`src/rtl/cpu_bus_bridge.sv`:
```
// Bridges a CPU's split instruction/data memory ports onto a single request/ack bus.
// One CPU step walks IDLE -> [DATA] -> [FETCH] -> DONE, with a per-access timeout.
module cpu_bus_bridge #(
   parameter int unsigned TIMEOUT   = 255,
   parameter logic [31:0] NOP_INSTR = 32'h0000_0013
) (
   input  logic        clk_i,
   input  logic        rst_i,
   input  logic        instr_mem_rd_i,
   input  logic [31:0] instr_mem_addr_i,
   output logic [31:0] instr_mem_data_o,
   input  logic        data_mem_rd_i,
   input  logic        data_mem_wr_i,
   input  logic [31:0] data_mem_addr_i,
   input  logic [31:0] data_mem_data_i,
   input  logic [3:0]  byte_select_i,
   output logic [31:0] data_mem_data_o,
   output logic        mem_ready_o,
   output logic        bus_req_o,
   output logic        bus_we_o,
   output logic [31:0] bus_addr_o,
   output logic [31:0] bus_wdata_o,
   output logic [3:0]  bus_be_o,
   input  logic [31:0] bus_rdata_i,
   input  logic        bus_ack_i,
   output logic        bus_err_o
);

   typedef enum logic [1:0] {
      IDLE  = 2'd0,
      DATA  = 2'd1,
      FETCH = 2'd2,
      DONE  = 2'd3
   } state_e;

   localparam logic [15:0] CNT_LAST = 16'(TIMEOUT - 1);

   state_e      state_q, state_d;
   logic [15:0] cnt_q, cnt_d;
   logic [31:0] instr_q, instr_d;
   logic [31:0] data_q, data_d;
   logic        err_q, err_d;

   logic busy;
   logic expired;
   logic finish;
   logic abort;

   assign busy    = (state_q == DATA) || (state_q == FETCH);
   assign expired = (cnt_q == CNT_LAST);
   assign finish  = busy && (bus_ack_i || expired);
   // Ack in the final wait cycle takes priority over the timeout.
   assign abort   = busy && !bus_ack_i && expired;

   always_ff @(posedge clk_i or posedge rst_i) begin
      if (rst_i) begin
         state_q <= IDLE;
         cnt_q   <= '0;
         instr_q <= '0;
         data_q  <= '0;
         err_q   <= 1'b0;
      end else begin
         state_q <= state_d;
         cnt_q   <= cnt_d;
         instr_q <= instr_d;
         data_q  <= data_d;
         err_q   <= err_d;
      end
   end

   always_comb begin
      state_d = state_q;
      case (state_q)
         IDLE: begin
            if (data_mem_rd_i || data_mem_wr_i) state_d = DATA;
            else if (instr_mem_rd_i)            state_d = FETCH;
            else                                state_d = DONE;
         end
         DATA: begin
            if (finish) state_d = instr_mem_rd_i ? FETCH : DONE;
         end
         FETCH: begin
            if (finish) state_d = DONE;
         end
         DONE:    state_d = IDLE;
         default: state_d = IDLE;
      endcase
   end

   always_comb begin
      cnt_d   = cnt_q;
      instr_d = instr_q;
      data_d  = data_q;
      err_d   = err_q | abort;
      if (state_d != state_q) begin
         cnt_d = '0;
      end else if (busy) begin
         cnt_d = cnt_q + 16'd1;
      end
      if (state_q == DATA && !data_mem_wr_i) begin
         if (bus_ack_i)  data_d = bus_rdata_i;
         else if (abort) data_d = '0;
      end
      if (state_q == FETCH) begin
         if (bus_ack_i)  instr_d = bus_rdata_i;
         else if (abort) instr_d = NOP_INSTR;
      end
   end

   always_comb begin
      mem_ready_o = (state_q == DONE);
      bus_req_o   = busy;
      bus_we_o    = 1'b0;
      bus_addr_o  = '0;
      bus_wdata_o = '0;
      bus_be_o    = '0;
      case (state_q)
         DATA: begin
            bus_addr_o = data_mem_addr_i;
            if (data_mem_wr_i) begin
               bus_we_o    = 1'b1;
               bus_wdata_o = data_mem_data_i;
               bus_be_o    = byte_select_i;
            end else begin
               bus_be_o = '1;
            end
         end
         FETCH: begin
            bus_addr_o = instr_mem_addr_i;
            bus_be_o   = '1;
         end
         default: ;
      endcase
   end

   assign instr_mem_data_o = instr_q;
   assign data_mem_data_o  = data_q;
   assign bus_err_o        = err_q;

endmodule

```
`config.mk`:
```
export PLATFORM = sky130hd
export DESIGN_NAME = cpu_bus_bridge
export DESIGN_NICKNAME = d
export VERILOG_FILES = /design/src/rtl/cpu_bus_bridge.sv
export SDC_FILE = /design/constraint.sdc
export NUM_CORES = 1
export LEC_CHECK = 0
export CELL_PAD_IN_SITES_DETAIL_PLACEMENT = 1
export CELL_PAD_IN_SITES_GLOBAL_PLACEMENT = 2
export CORE_ASPECT_RATIO = 0.5
export CORE_MARGIN = 1.5
export CORE_UTILIZATION = 22
export DETAILED_ROUTE_END_ITERATION = 6
export PLACE_DENSITY = 0.88
export SLEW_MARGIN = 10
export SYNTH_ARGS = -nofsm -noshare
export SYNTH_HDL_FRONTEND = slang
export SYNTH_SLANG_ARGS = --single-unit
```
`constraint.sdc`:
```
create_clock -name clk_i -period 4.5 [get_ports clk_i]
set_input_delay 0.9 -clock clk_i [delete_from_list [all_inputs] [get_ports clk_i]]
set_output_delay 0.9 -clock clk_i [all_outputs]
set_load 0.02 [all_outputs]
```
# After elaboration in Yosys (flattened, before gate mapping)
# Index checks and enable logic that the tools add are counted.
# classes
n_addsub	1
eq_ne	5
muxes	18
bitwise_logic	1
reduce_logical	14
# ops
operator	count
two-way mux 32 bit	6
case mux 32 bit (2 select lines)	1
two-way mux 16 bit	2
adder 16 x 1 -> 16 bit, second input constant	1
== test 16 x 8 -> 1 bit, second input constant	1
case mux 2 bit (4 select lines)	1
case mux 4 bit (2 select lines)	1
two-way mux 2 bit	3
== test 2 bit, second input constant	2
logical AND 1 bit	4
two-way mux 4 bit	1
AND reduction 2 bit	2
nonzero test 2 bit	2
logical OR 1 bit	3
two-way mux 1 bit	3
== test 2 x 1 -> 1 bit, second input constant	1
logical NOT 1 bit	2
logical NOT 2 bit	1
!= test 2 bit	1
bitwise OR 1 bit	1
# word_totals
regBits	83
in_bits	138
output_inout_bits	136
elab_cells	44

# Longest topological paths before layout
# logic_depth
depth_word	7
ltp_mapped	9
mapped_depth_nobuf	7

# Worst setup path before layout
# No wires, ideal clock.
# synth_timing
path_type	register to output
startpoint	register state_q[0]
endpoint	output port bus_addr_o[11]
arrival_ps	1989
required_ps	3600
setup_slack_ps	1611
stages_incl_launch_ff	8
path_buffers	3
path_cell_list	dfrtp_1 inv_1 ha_1 clkbuf_1 clkbuf_1 buf_1 a22oi_1 nor2b_1
# synth_between
elab_chain_len	2
word_cells_on_any_way	3
classes_between	eq/ne (2); mux (1)
# synth_lines
item	line	source
start: declaration	38	state_e state_q, state_d;
start signal: assignment	63	state_q <= state_d;
== test 2 bit or == test 2 x 1 -> 1 bit (tied branches)	117	case (state_q)
case mux 32 bit (2 select lines) (*)	117	
end: declaration	21	output logic [31:0] bus_addr_o,
# Mark *: on every way between the ends. The rest lies on a longest branch, timed or not.

# Worst setup path in the final report
# layout_timing
startpoint	register state_q[0]
endpoint	output port bus_addr_o[29]
# Same word-level chain as after synthesis.

==> results by group <==
Run status
  – Status: finished, final reports clean

Detailed routing
  – Detail Route Antenna Nets: 0
  – Wire length per cell: 19.4 um
  – Routed WL: 18.0 mm
  – DRC Markers: 0
  – Vias/cell: 4.61
  – Initial DRC Count: 205
  – Vias: 4286
  – Pre-Repair DR Iteration Count: 4

Synthesis
  – Yosys warning count: 0
  – Syn_area_per_cell: 10.5 sq um
  – Largest cells by area after synthesis: dfrtp_1, a22o_1, a22oi_1
  – Top cell type's share of synthesized area: 48.5%
  – Post-synth net total: 554
  – Yosys reg bits: 83
  – Compound-Gate Fraction of Synth Area: 22.3%
  – XOR/XNOR share of the synthesized area: 3.07%
  – Combinational family with the most area after synthesis: compound AO/OA/AOI/OAI gates
  – Post-synth EDFFs: 0
  – Synth unique cells: 39
  – Register area share after synthesis: 48.5%
  – Fraction of the mapped netlist area in adder cells: 2.04%
  – Synth Area in Simple Gates: 19.6%
  – Dominant synthesized flop cell: dfrtp_1
  – Instance count of the mapped netlist: 409
  – Ys async rst share: 100%
  – Post-synth top area cell: dfrtp_1
  – Post-synthesis mux area share: 0%
  – Mapped cell area: 4280 sq um

Power and ir drop
  – LEAKAGE: 3.15 nW
  – Total power: 4.99 mW
  – Worst VDD drop: 0.269 mV
  – PwrDens: 661 nW/um^2

Clock network
  – H-tree levels: 3
  – Clock-pin slew on the worst setup and hold paths: 0.06 ns
  – Clock buffer depth: 2
  – Clock sinks: 83
  – CTS tree: yes
  – Worst skew pair latency: 0.33 ns
  – Root buf cell: clkbuf_16
  – PostCTS Resize Cnt: 0
  – Postcts setup bufs: 0
  – # hold bufs at CTS: 0
  – CTS buffer count: 9

STA
  – Post-Route Skew: 0.00711 ns
  – Unrepaired setup endpoints after global routing: no
  – Max-slew violations: 0
  – Setup violators final: 0
  – Final hold vios: 0
  – Slew headroom: 23.8%
  – Final min period: 3.80 ns
  – WHS: 0.494 ns
  – Worst-Margin Slew: 1.13 ns
  – Accumulated negative setup slack: 0 ns
  – Final period util: 84.4%
  – Max frequency: 0.263 GHz

Die
  – I/O pins: 274
  – Die area: 20400 sq um
  – Die height: 102 um
  – Core area: 18700 sq um
  – DIE WIDTH: 200 um
  – Rows: 35
  – Initial Utilization: 22.9%

Layout
  – Filler Cells Inserted: 2103
  – Share of cells above drive strength 1: 5.37%
  – Inserted Diodes: 0
  – Multi-input gate area: 2020 sq um
  – Syn-to-layout area delta: 76.3%
  – Sequential cell area: 2080 sq um
  – Final Net Count: 810

Critical path
  – Register-to-Register Path Depth: 7
  – Startpoint types: flop
  – FF-to-FF Start: state_q[0]
  – Critical Path RT: 3.60 ns
  – Critical Path Sink: bus_addr_o[29]
  – Critical Path Start: state_q[0]
  – Worst-path maximum fanout: 41
  – CP arrival: 2.90 ns
  – CP Capture Type: output pin
  – Flop2flop setup slack: 1.20 ns
  – RR Endpoint: cnt_q[6]
  – Setup Crit Path Kind: flop to output pin

Global route
  – Total grt overflow: 0
  – Initial antenna violation count: 0
  – Vias in the first global route: 4471
  – Pin count of the biggest net entering global routing: 42
  – Tot GR Track Use: 17.1%
  – First-pass GRT wire length: 26.9 mm

Placed design
  – GP Congestion: 0.849
  – Detailed placement HPWL: 13.6 mm
  – # port buffers: 273

Job
  – Maxcap violations: 0

Hold path
  – Min-delay worst type: flop to flop
## power by group
part / switching, mW / internal (mW) / total, mW / leakage, nW
logic: 1.61 / 1.47 / 3.08 / 1.96
clock network: 0.299 / 0.389 / 0.688 / 0.139
registers: 0.187 / 1.03 / 1.22 / 1.05
total: 2.10 / 2.89 / 4.99 / 3.15
## flip-flops by register name, indices dropped and copies added, names as in the netlist
register and count:
state_q 2, bus_err_o 1, cnt_q 16, instr_mem_data_o 32, data_mem_data_o 32
## cells in the final DEF, fill, tap and decap left out, types with 7 or more instances in the layout
| cell | instances |
|---|---|
| xor2_1 | 8 |
| clkbuf_16 | 9 |
| a21oi_1 | 9 |
| nor2b_1 | 38 |
| dfrtp_1 | 83 |
| nor2_1 | 11 |
| and3_1 | 34 |
| a22oi_1 | 33 |
| a22o_1 | 61 |
| inv_1 | 7 |
| nand2_1 | 11 |
| xnor2_1 | 7 |
| clkdlybuf4s50_1 | 273 |
| buf_4 | 9 |
| nor3_1 | 23 |
## worst min path at each step
stage	to	from	slack [ns]	depth (start not counted)
3_3_place_gp	bus_err_o	bus_err_o	0.47	1
6_report	bus_err_o	bus_err_o	0.49	1
3_5_place_dp	bus_err_o	bus_err_o	0.48	1
4_1_cts	bus_err_o	bus_err_o	0.50	1
5_1_grt	instr_mem_data_o[9]	instr_mem_data_o[9]	0.51	1
2_1_floorplan	cnt_q[15]	cnt_q[15]	0.53	2
## worst max-delay path, stage by stage (launching register included)
cell and delay (ns):
dfrtp_1 0.49, inv_1 0.13, ha_1 1.02, nor2b_1 0.26, clkdlybuf4s50_1 0.65
## through the flow
| stage | util (%) | cell area, sq um | setup slack, ns | std cells |
|---|---|---|---|---|
| 2_1_floorplan | - | 4280 | 1.46 | 409 |
| 3_3_place_gp | 38.8 | 7270 | 1.16 | 913 |
| 3_5_place_dp | 38.8 | 7270 | 1.05 | 913 |
| 4_1_cts | 40.3 | 7550 | 0.702 | 929 |
| 5_1_grt | 40.3 | 7550 | 0.594 | 929 |
| 6_report | 40.3 | 7550 | 0.704 | 929 |
## cell families after synthesis
family | count (synthesis)
buffers and inverters | 46
AND/OR/NAND/NOR | 143
XOR/XNOR | 15
adder cells (fa/ha/maj) | 7
flip-flops | 83
AO/OA/AOI/OAI | 115
## cell usage after synthesis (all sizes together), types with 6 or more instances
library cell and n:
nand2b 6, a22oi 33, and3 34, inv 8, nor3 24, nor2 11
xnor2 7, nand2 11, clkbuf 25, nand4 6, ha 7, a22o 61
xor2 8, nor2b 38, a21oi 9, dfrtp 83, buf 13
## layout make-up
type / instances / area share [%]
clock buffers: 10 / 3.17
clock inverters: 6 / 0.530
inverters: 8 / 0.414
multi-input cells: 280 / 26.7
flip-flops and latches: 83 / 27.5
well taps: 259 / 4.29
repair buffers: 283 / 37.4
## routing by layer
metal	global-route usage (%)	vias to the layer above	share of wire (%)
met5	0	-	0
met4	3.82	0	1.2
met3	2.80	20	2.6
met2	31.2	89	52
met1	21.4	2154	44
li1	-	2023	-
Note: power is estimated with default switching activity, not from simulation.
